File: config.mk
export PLATFORM = sky130hd
export DESIGN_NAME = ddr_init_sequencer
export DESIGN_NICKNAME = d
export VERILOG_FILES = /design/src/rtl/ddr_cmd_pkg.sv /design/src/rtl/ddr_refresh_timer.sv /design/src/rtl/ddr_init_sequencer.sv
export SDC_FILE = /design/constraint.sdc
export NUM_CORES = 1
export LEC_CHECK = 0
export CAP_MARGIN = 15
export CORE_ASPECT_RATIO = 0.6
export CORE_MARGIN = 3
export CORE_UTILIZATION = 45
export DETAILED_ROUTE_END_ITERATION = 8
export PLACE_DENSITY = 0.75
export RECOVER_POWER = 100
export SYNTH_ARGS = -nofsm -noshare
export SYNTH_HDL_FRONTEND = slang
export SYNTH_SLANG_ARGS = --single-unit
File: constraint.sdc
create_clock -name CLK -period 3.5 [get_ports CLK]
set_input_delay 0.525 -clock CLK [delete_from_list [all_inputs] [get_ports CLK]]
set_output_delay 0.525 -clock CLK [all_outputs]
set_load 0.02 [all_outputs]
File: src/rtl/ddr_cmd_pkg.sv
// SDRAM command codes and address constants shared by the init sequencer and state2,
// plus the init sequencer state type.
package ddr_cmd_pkg;

  // {RAS#, CAS#, WE#}
  localparam logic [2:0] CMD_MRST = 3'b000;
  localparam logic [2:0] CMD_ARSR = 3'b001;
  localparam logic [2:0] CMD_PRCH = 3'b010;
  localparam logic [2:0] CMD_ACTV = 3'b011;
  localparam logic [2:0] CMD_WRTE = 3'b100;
  localparam logic [2:0] CMD_READ = 3'b101;
  localparam logic [2:0] CMD_BTRM = 3'b110;
  localparam logic [2:0] CMD_NOOP = 3'b111;

  localparam logic [12:0] A10_PRECHARGE_ALL = 13'h0400;
  localparam logic [12:0] DLL_RESET_MASK    = 13'h0100;

  typedef enum logic [3:0] {
    S_PWRUP,
    S_CKEUP,
    S_PRE1,
    S_EMRS,
    S_MRSD,
    S_PRE2,
    S_REF,
    S_MRS,
    S_DLLW,
    S_RUN,
    S_QUIESCE
  } init_state_t;

  function automatic int max2(input int a, input int b);
    return (a > b) ? a : b;
  endfunction

endpackage

File: src/rtl/ddr_refresh_timer.sv
// Refresh timebase: toggles REFRESH_STROBE every REF_INTVL enabled cycles.
// clear has priority so a re-init never produces a stray toggle.
module ddr_refresh_timer #(
  parameter int REF_INTVL = 780,
  parameter int CNT_W     = 10
) (
  input  logic CLK,
  input  logic RST,
  input  logic enable,
  input  logic clear,
  output logic REFRESH_STROBE
);

  logic [CNT_W-1:0] interval_cnt_reg;
  logic             strobe_reg;

  always_ff @(posedge CLK or posedge RST) begin
    if (RST) begin
      interval_cnt_reg <= '0;
      strobe_reg       <= 1'b0;
    end else if (clear) begin
      interval_cnt_reg <= '0;
      strobe_reg       <= 1'b0;
    end else if (enable) begin
      if (interval_cnt_reg == CNT_W'(REF_INTVL - 1)) begin
        interval_cnt_reg <= '0;
        strobe_reg       <= ~strobe_reg;
      end else begin
        interval_cnt_reg <= interval_cnt_reg + CNT_W'(1);
      end
    end
  end

  assign REFRESH_STROBE = strobe_reg;

endmodule

File: src/rtl/ddr_init_sequencer.sv
// DDR SDRAM power-up / re-init sequencer: walks the JEDEC init command sequence,
// then hands the bus to state2 via INIT_DONE and runs the refresh timebase.
module ddr_init_sequencer
  import ddr_cmd_pkg::*;
#(
  parameter int          T_POWERUP  = 20000,
  parameter int          T_CKE      = 4,
  parameter int          T_RP       = 3,
  parameter int          T_MRD      = 2,
  parameter int          T_RFC      = 8,
  parameter int          T_DLL      = 200,
  parameter int          T_QUIESCE  = 8,
  parameter int          N_INIT_REF = 2,
  parameter int          REF_INTVL  = 780,
  parameter logic [12:0] MODE_REG   = 13'h0021,
  parameter logic [12:0] EXT_MODE   = 13'h0000
) (
  input  logic        CLK,
  input  logic        RST,
  input  logic        REINIT,
  output logic        CKE,
  output logic [2:0]  COMMAND,
  output logic [12:0] ADDRESS,
  output logic [1:0]  BANK,
  output logic        INIT_DONE,
  output logic        REFRESH_STROBE
);

  localparam int CNT_W = $clog2(max2(T_POWERUP, REF_INTVL) + 1);
  localparam int DLL_W = $clog2(T_DLL + 1);

  init_state_t      state_reg;
  logic [CNT_W-1:0] wait_cnt_reg;
  logic [CNT_W-1:0] wait_limit;
  logic [DLL_W-1:0] dll_cnt_reg;
  logic [3:0]       ref_cnt_reg;
  logic             cke_reg;
  logic [2:0]       cmd_reg;
  logic [12:0]      addr_reg;
  logic [1:0]       bank_reg;
  logic             init_done_reg;

  logic wait_done;
  logic dll_done;
  logic in_run;
  logic reinit_accept;

  // Every state leaves on the edge T cycles after its entry edge; wait_cnt is 0 on entry.
  always_comb begin
    wait_limit = '0;
    case (state_reg)
      S_PWRUP:         wait_limit = CNT_W'(T_POWERUP - 1);
      S_CKEUP:         wait_limit = CNT_W'(T_CKE - 1);
      S_PRE1, S_PRE2:  wait_limit = CNT_W'(T_RP - 1);
      S_EMRS, S_MRSD,
      S_MRS:           wait_limit = CNT_W'(T_MRD - 1);
      S_REF:           wait_limit = CNT_W'(T_RFC - 1);
      S_QUIESCE:       wait_limit = CNT_W'(T_QUIESCE - 1);
      default:         wait_limit = '0;
    endcase
  end

  assign wait_done     = (wait_cnt_reg == wait_limit);
  // dll_cnt holds the number of cycles elapsed since the DLL-reset MRST, inclusive.
  assign dll_done      = (dll_cnt_reg >= DLL_W'(T_DLL));
  assign in_run        = (state_reg == S_RUN);
  assign reinit_accept = in_run && REINIT;

  always_ff @(posedge CLK or posedge RST) begin
    if (RST) begin
      state_reg     <= S_PWRUP;
      wait_cnt_reg  <= '0;
      dll_cnt_reg   <= '0;
      ref_cnt_reg   <= '0;
      cke_reg       <= 1'b0;
      cmd_reg       <= CMD_NOOP;
      addr_reg      <= '0;
      bank_reg      <= '0;
      init_done_reg <= 1'b0;
    end else begin
      cmd_reg      <= CMD_NOOP;
      addr_reg     <= '0;
      bank_reg     <= '0;
      wait_cnt_reg <= wait_cnt_reg + CNT_W'(1);
      if (dll_cnt_reg != '0 && !dll_done)
        dll_cnt_reg <= dll_cnt_reg + DLL_W'(1);

      case (state_reg)
        S_PWRUP: if (wait_done) begin
          state_reg    <= S_CKEUP;
          cke_reg      <= 1'b1;
          wait_cnt_reg <= '0;
        end
        S_CKEUP, S_QUIESCE: if (wait_done) begin
          state_reg    <= S_PRE1;
          cmd_reg      <= CMD_PRCH;
          addr_reg     <= A10_PRECHARGE_ALL;
          wait_cnt_reg <= '0;
        end
        S_PRE1: if (wait_done) begin
          state_reg    <= S_EMRS;
          cmd_reg      <= CMD_MRST;
          bank_reg     <= 2'b01;
          addr_reg     <= EXT_MODE;
          wait_cnt_reg <= '0;
        end
        S_EMRS: if (wait_done) begin
          state_reg    <= S_MRSD;
          cmd_reg      <= CMD_MRST;
          addr_reg     <= MODE_REG | DLL_RESET_MASK;
          dll_cnt_reg  <= DLL_W'(1);
          wait_cnt_reg <= '0;
        end
        S_MRSD: if (wait_done) begin
          state_reg    <= S_PRE2;
          cmd_reg      <= CMD_PRCH;
          addr_reg     <= A10_PRECHARGE_ALL;
          wait_cnt_reg <= '0;
        end
        S_PRE2: if (wait_done) begin
          state_reg    <= S_REF;
          cmd_reg      <= CMD_ARSR;
          ref_cnt_reg  <= ref_cnt_reg + 4'd1;
          wait_cnt_reg <= '0;
        end
        S_REF: if (wait_done) begin
          wait_cnt_reg <= '0;
          if (ref_cnt_reg >= 4'(N_INIT_REF)) begin
            state_reg <= S_MRS;
            cmd_reg   <= CMD_MRST;
            addr_reg  <= MODE_REG;
          end else begin
            cmd_reg     <= CMD_ARSR;
            ref_cnt_reg <= ref_cnt_reg + 4'd1;
          end
        end
        S_MRS: if (wait_done) begin
          // Skip DLLW entirely when the DLL lock time has already elapsed.
          if (dll_done) begin
            state_reg     <= S_RUN;
            init_done_reg <= 1'b1;
          end else begin
            state_reg <= S_DLLW;
          end
        end
        S_DLLW: if (dll_done) begin
          state_reg     <= S_RUN;
          init_done_reg <= 1'b1;
        end
        S_RUN: if (REINIT) begin
          state_reg     <= S_QUIESCE;
          init_done_reg <= 1'b0;
          wait_cnt_reg  <= '0;
          ref_cnt_reg   <= '0;
          dll_cnt_reg   <= '0;
        end
        default: state_reg <= S_PWRUP;
      endcase
    end
  end

  ddr_refresh_timer #(
    .REF_INTVL (REF_INTVL),
    .CNT_W     (CNT_W)
  ) u_refresh_timer (
    .CLK            (CLK),
    .RST            (RST),
    .enable         (in_run),
    .clear          (reinit_accept),
    .REFRESH_STROBE (REFRESH_STROBE)
  );

  assign CKE       = cke_reg;
  assign COMMAND   = cmd_reg;
  assign ADDRESS   = addr_reg;
  assign BANK      = bank_reg;
  assign INIT_DONE = init_done_reg;

endmodule

== Word-level counts from Yosys, hierarchy flattened ==
Memories as Yosys holds them, arrays and structs flattened.
Cells that the tools add are included.

* $add $sub $neg: 4
* Order comparisons: 2
* Equality and inequality tests: 24
* Mux-type cells: 48
* Bitwise operators: 1
* Reductions and logical operators: 18

{| class="wikitable"
|+ Operator list
! kind !! number
|-
| $mux W15 || 5
|-
| $mux W4 || 15
|-
| $pmux W4 S10 || 1
|-
| $pmux W11 S3 || 1
|-
| $add A15 B1 Y15 const B || 2
|-
| $pmux W15 S2 || 1
|-
| $mux W8 || 3
|-
| $ne A2 B2 Y1 const B || 12
|-
| $eq A4 B3 Y1 const B || 4
|-
| $pmux W8 S2 || 1
|-
| $eq A15 B10 Y1 const B || 1
|-
| $eq A15 B15 Y1 || 1
|-
| $eq A4 B4 Y1 const B || 3
|-
| $mux W3 || 4
|-
| $mux W6 || 2
|-
| $pmux W3 S4 || 1
|-
| $pmux W4 S3 || 1
|-
| $mux W11 || 1
|-
| $reduce_and A11 Y1 || 1
|-
| $mux W1 || 10
|-
| $mux W9 || 1
|-
| $add A8 B1 Y8 const B || 1
|-
| $eq A4 B2 Y1 const B || 2
|-
| $ge A8 B8 Y1 const B || 1
|-
| 17 further kinds || 22
|}

* Register bits after elaboration: 67
* Memory bits (read-only): 144
* Input port bits: 3
* Output and inout bits: 21
* Memories kept: 1

{| class="wikitable"
|+ Memory list
! name !! depth !! bits a word !! rd ports !! clocked after Yosys merged registers in !! write ports !! line !! source
|-
| (no name shown) || 16 || 9 || 1 || 0 || 0 || ddr_init_sequencer.sv:51 || <nowiki>case (state_reg)</nowiki>
|}

== Depth between registers and ports, before layout ==
Gate-level depths: netlist of the first run.

* Word-level depth: 6
* Mapped depth: 9

== By module ==
Synthesis of the first run repeated with hierarchy kept, for this count alone.

* Cells, all modules: 362
* Area total of the unflattened synthesis: 3,300.7 µm²

{| class="wikitable"
|+ By module, submodules not included
! module !! times used !! cells an instance !! area each (µm²) !! seq. area each (µm²)
|-
| ddr_init_sequencer || 1 || 271 || 2,451.1 || 1,004.7
|-
| ddr_refresh_timer || 1 || 91 || 849.6 || 400.4
|}

== Worst setup path after synthesis of the first run ==
Ideal clock, no wire load.

* Path type: register to register
* Start point: reg state_reg[0]
* End point: reg ref_cnt_reg[1]
* Setup time: 127 ps
* Arrival: 2,423 ps
* Setup slack: 949 ps
* Cell stages (with the launch flop): 10
* Period minus slack after synthesis: 2,551 ps
* Cell sequence: dfrtp_1 inv_1 ha_1 or3b_4 or3_4 a21boi_2 o211a_1 buf_6 o21a_1 mux2_1

* Longest elaborated chain between the ends: 4
* Elaborated cells between the ends (all ways): 12

{| class="wikitable"
|+ RTL lines
! element !! line !! source
|-
| from (decl) || ddr_init_sequencer.sv:32 || <nowiki>init_state_t state_reg;</nowiki>
|-
| from (signal assigned) || ddr_init_sequencer.sv:71 || <nowiki>state_reg <= S_PWRUP;</nowiki>
|-
| from (signal assigned) || ddr_init_sequencer.sv:90 || <nowiki>state_reg <= S_CKEUP;</nowiki>
|-
| from (signal assigned) || ddr_init_sequencer.sv:95 || <nowiki>state_reg <= S_PRE1;</nowiki>
|-
| $mem_v2 Z16 W9 || -- ||
|-
| $eq A15 B15 Y1 || ddr_init_sequencer.sv:63 || <nowiki>assign wait_done = (wait_cnt_reg == wait_limit);</nowiki>
|-
| $ne A2 B2 Y1 (no line) || -- ||
|-
| $reduce_and A5 Y1 (no line) || -- ||
|-
| to (signal assigned) || ddr_init_sequencer.sv:123 || <nowiki>ref_cnt_reg <= ref_cnt_reg + 4'd1;</nowiki>
|-
| to (signal assigned) || ddr_init_sequencer.sv:134 || <nowiki>ref_cnt_reg <= ref_cnt_reg + 4'd1;</nowiki>
|-
| to (decl) || ddr_init_sequencer.sv:36 || <nowiki>logic [3:0] ref_cnt_reg;</nowiki>
|}

Parallel ways exist; a longest one is shown, timed or not.
A chain may end at the register's enable or synchronous reset.

== Worst setup path in the final report of the first run ==
* Start point: reg state_reg[0]
* End point: reg wait_cnt_reg[11]

* Longest elaborated chain between the ends: 4
* Elaborated cells between the ends (all ways): 14

{| class="wikitable"
|+ RTL lines
! element !! line !! source
|-
| $mem_v2 Z16 W9 || -- ||
|-
| $eq A15 B15 Y1 || ddr_init_sequencer.sv:63 ||
|-
| $mux W15 || -- ||
|-
| $pmux W15 S2 * || ddr_init_sequencer.sv:88 || <nowiki>case (state_reg)</nowiki>
|-
| to (signal assigned) || ddr_init_sequencer.sv:84 || <nowiki>wait_cnt_reg <= wait_cnt_reg + CNT_W'(1);</nowiki>
|-
| to (decl) || ddr_init_sequencer.sv:33 || <nowiki>logic [CNT_W-1:0] wait_cnt_reg;</nowiki>
|}

Every way passes the cells marked *; elsewhere a longest branch is shown, timed or not.

==> results.toml, run 1 <==
[cts]
clockRootBuffer = "clkbuf_16"
cts_tree = "done"
path_clk_slew_ns = 0.08
cts_htree_levels = 2
cts_setup_buffers = 0
cts-buffers-inserted = 5
clockBufferDepth = 2
cts.sinks = 56
cts_hold_buf = 0
cts_resized = 0
clk_latency_ns = 0.30

[placed_design]
dp.cells = 440
post-place-ws_ns = 0.610
dpl.hpwl_mm = 4.92
io_buffer_count = 13
gp_congestion = 0.873

[timing]
tightest_slew_ns = 0.974
rsz0062_at_grt = "false"
report.final.setup_viol = 0
setup_ws_ns = 0.436
fin_crit_sh_pct = 87.5
hold_violations = 0
fin_worst_skew_ns = 0.0143
max_slew_margin_pct = 35.1
final_max_slew_viol_count = 0
clock.fmax_mhz = 326
fin_tns_setup_ns = 0
fin_crit_ns = 3.06

[pwr]
swShare_pct = 42.5
power.density_nw_per_um2 = 769
p_leak_nw = 1.64
p_seq_share_pct = 36.8
finalPower_mw = 2.73
vdd_ir_drop_max_mv = 0.329
internal_power_mw = 1.57
p_switching_mw = 1.16
power_frac_clock_pct = 18.8
power_frac_comb_pct = 44.4

[setup_path]
reg2regPathDepth = 8
start_kind = "flip-flop"
crit_fanout = 15
required_ns = 3.65
endpoint_kind = "flip-flop"
criticalPathCategory = "flip-flop to flip-flop"
cp.arrival_ns = 3.21

[grt]
first_global_vias = 2368
grt_usage_pct = 17.5
gr-usage-met3_pct = 4.50
grt_use_met2_pct = 23.2
grt-ovfl-total = 0
antenna_found_initial = 0
grt.busiest_layer = "met1"
met1_usage_pct = 28.7
grt_max_degree = 41
grt_pass1_wl_mm = 11.8

[final_layout]
finalNonFillerCells = 448
diodes = 0
final_nets = 375
syn2layout_area_growth_pct = 7.74
final_layout_size_suffix_gt1_share_pct = 4.71

[synth]
synthCells = 351
ys_seq_area_share_pct = 42.6
async_flop_share_pct = 100
syn_area_per_cell_um2 = 9.40
ys_types = 64
synth_edf_count = 0
ys_ff_latch = 56
yosys.area.top_type = "dfrtp_1"
synth_ff_type = "dfrtp_1"
synth_area_um2 = 3300
yosysWarnings = 0
synthTopCellsByArea = "dfrtp_1 (40%), xor2_1 (4.8%), ha_1 (4.6%), nor2_1 (4.2%), nand2_1 (3.4%)"
yosysTopAreaCellShare_pct = 40.2

[die]
io_pins = 24
die-area_um2 = 8430
core_area_um2 = 6880
dieHeight_um = 72.3
start_util_pct = 48.0
die_w_um = 117
num_rows = 23

[detailed_routing]
drc = 0
vias_per_cell = 5.77
routed_wl_mm = 6.78
vias = 2583
ant_nets = 0
wl_per_cell_um = 15.1
first_pass_iters = 5
drtIter0Drc = 207

[min_path]
holdPathStages = 1
min_path_type = "flip-flop to flip-flop"

[job]
drv_cap = 0

[outcome]
outcome = "complete, no violations"
[cells in the mapped netlist (4+ instances only)]
cell      number
and4_1         4
nand3_1       17
nand2_1       30
nor4_1         5
nor2_1        37
buf_4         13
nand2b_1       4
xor2_1        18
o21ai_0       15
and3b_1        4
mux2i_1        6
o22ai_1        4
o21a_1         4
inv_1         14
o31ai_1        4
a21oi_1        9
nand4_1        4
nor3_1        14
dfrtp_1       53
clkbuf_1       6
ha_1          12
and3_1        12
xnor2_1       10
[area by class of cell]
class                      instances  area [um2]
clock buffer                       5         125
clock inverter                     3        25.0
fill                             627        3320
inverter                          14        52.6
multi-input combinational        268        1700
sequential                        56        1410
tap                               87         109
timing repair buffer              15         139
[metal layers]
| metal | share of wire, % | vias to the layer above | routed length [um] |
|---|---|---|---|
| met3 | 7.0 | 4 | 477 |
| met4 | 0.43 | 0 | 29 |
| met2 | 40 | 94 | 2720 |
| met1 | 52 | 1242 | 3550 |
| met5 | 0 | - | 0 |
| li1 | - | 1243 | - |
[cells in the final DEF (no fill, tap or decap), types with 2 or more instances in the layout]
cell	instances
inv_1	14
a31oi_1	3
nand4_1	4
nor3_1	14
nand2_1	30
mux2_1	2
clkbuf_16	5
nor4_1	5
and3b_1	4
o21a_1	4
xor2_1	18
o211a_1	2
dlygate4sd3_1	12
o31ai_1	4
mux2i_1	6
and3_1	12
nor2_1	38
dfstp_2	3
conb_1	10
o22ai_1	4
o211ai_1	3
dfrtp_1	53
nand2b_1	4
xnor2_1	10
nand3_1	17
a21oi_1	9
inv_6	2
nor2b_1	3
and4_1	4
o2111ai_1	2
o21ai_0	15
or4_1	2
ha_1	12
[power groups by stage]
stage | combinational (mW) | clock (mW) | sequential [mW]
final | 1.21 | 0.514 | 1.01
after global routing | 1.35 | 0.556 | 1.04
after CTS | 1.27 | 0.523 | 1.00
after detailed placement | 1.26 | 0 | 1.01
after global placement | 1.23 | 0 | 1.01
after floorplan | 1.05 | 0 | 0.965
[cells by family (layout without fill, tap and decap cells)]
group | after synthesis | after routing | share of synthesized area (%)
buffers and inverters | 36 | 37 | 5.88
AOI/OAI and AO/OA | 62 | 62 | 13.5
and+or+nand+nor | 147 | 147 | 23.0
muxes | 9 | 9 | 2.96
other | 1 | 10 | 0.114
xor gates and xnor gates | 28 | 28 | 7.44
DFF | 56 | 56 | 42.6
adders and majority gates | 12 | 12 | 4.55
[worst max-delay path, stage by stage (launching register included)]
cell	delay [ns]
dfrtp_1	0.42
inv_1	0.12
ha_1	0.50
and3b_1	0.35
a22o_1	0.17
o22a_1	0.23
o2111ai_1	0.33
a21oi_2	0.64
nor2_1	0.14
[path summary, 6_finish.rpt]
path                                    from               end  slack, ns
worst max-delay path            state_reg[0]  wait_cnt_reg[11]       0.44
worst min-delay path                     CKE               CKE       0.51
worst max register to register  state_reg[0]  wait_cnt_reg[11]       0.44
worst min register to register           CKE               CKE       0.51
max in group asynchronous                RST    ref_cnt_reg[2]       1.37
min in group asynchronous                RST    dll_cnt_reg[5]       0.77
[stage by stage]
step / cell area (um2) / hold slack (ns) / utilization (%)
6_report: 3550 / 0.513 / 51.7
4_1_cts: 3590 / 0.513 / 52.3
3_5_place_dp: 3440 / 0.491 / 50.1
2_1_floorplan: 3330 / 0.468 / -
3_3_place_gp: 3440 / 0.497 / 50.1
5_1_grt: 3550 / 0.528 / 51.7
Note: power is estimated with default switching activity, not from simulation.
==> run 2: changes to the inputs <==
--- a/config.mk
+++ b/config.mk
@@ -15,3 +15,4 @@
 export SYNTH_ARGS = -nofsm -noshare
 export SYNTH_HDL_FRONTEND = slang
 export SYNTH_SLANG_ARGS = --single-unit
+export TNS_END_PERCENT = 50
==> results of run 2 <==
Same layout as run 1: the final DEF is identical, and so are final timing and power.
==> run 3: changes to the inputs <==
--- a/config.mk
+++ b/config.mk
@@ -10,6 +10,8 @@
 export CORE_MARGIN = 3
 export CORE_UTILIZATION = 45
 export DETAILED_ROUTE_END_ITERATION = 8
+export GPL_ROUTABILITY_DRIVEN = 0
+export HOLD_SLACK_MARGIN = 0.06
 export PLACE_DENSITY = 0.75
 export RECOVER_POWER = 100
 export SYNTH_ARGS = -nofsm -noshare
==> results of run 3 <==
Same layout as run 1: the final DEF is identical, and so are final timing and power.
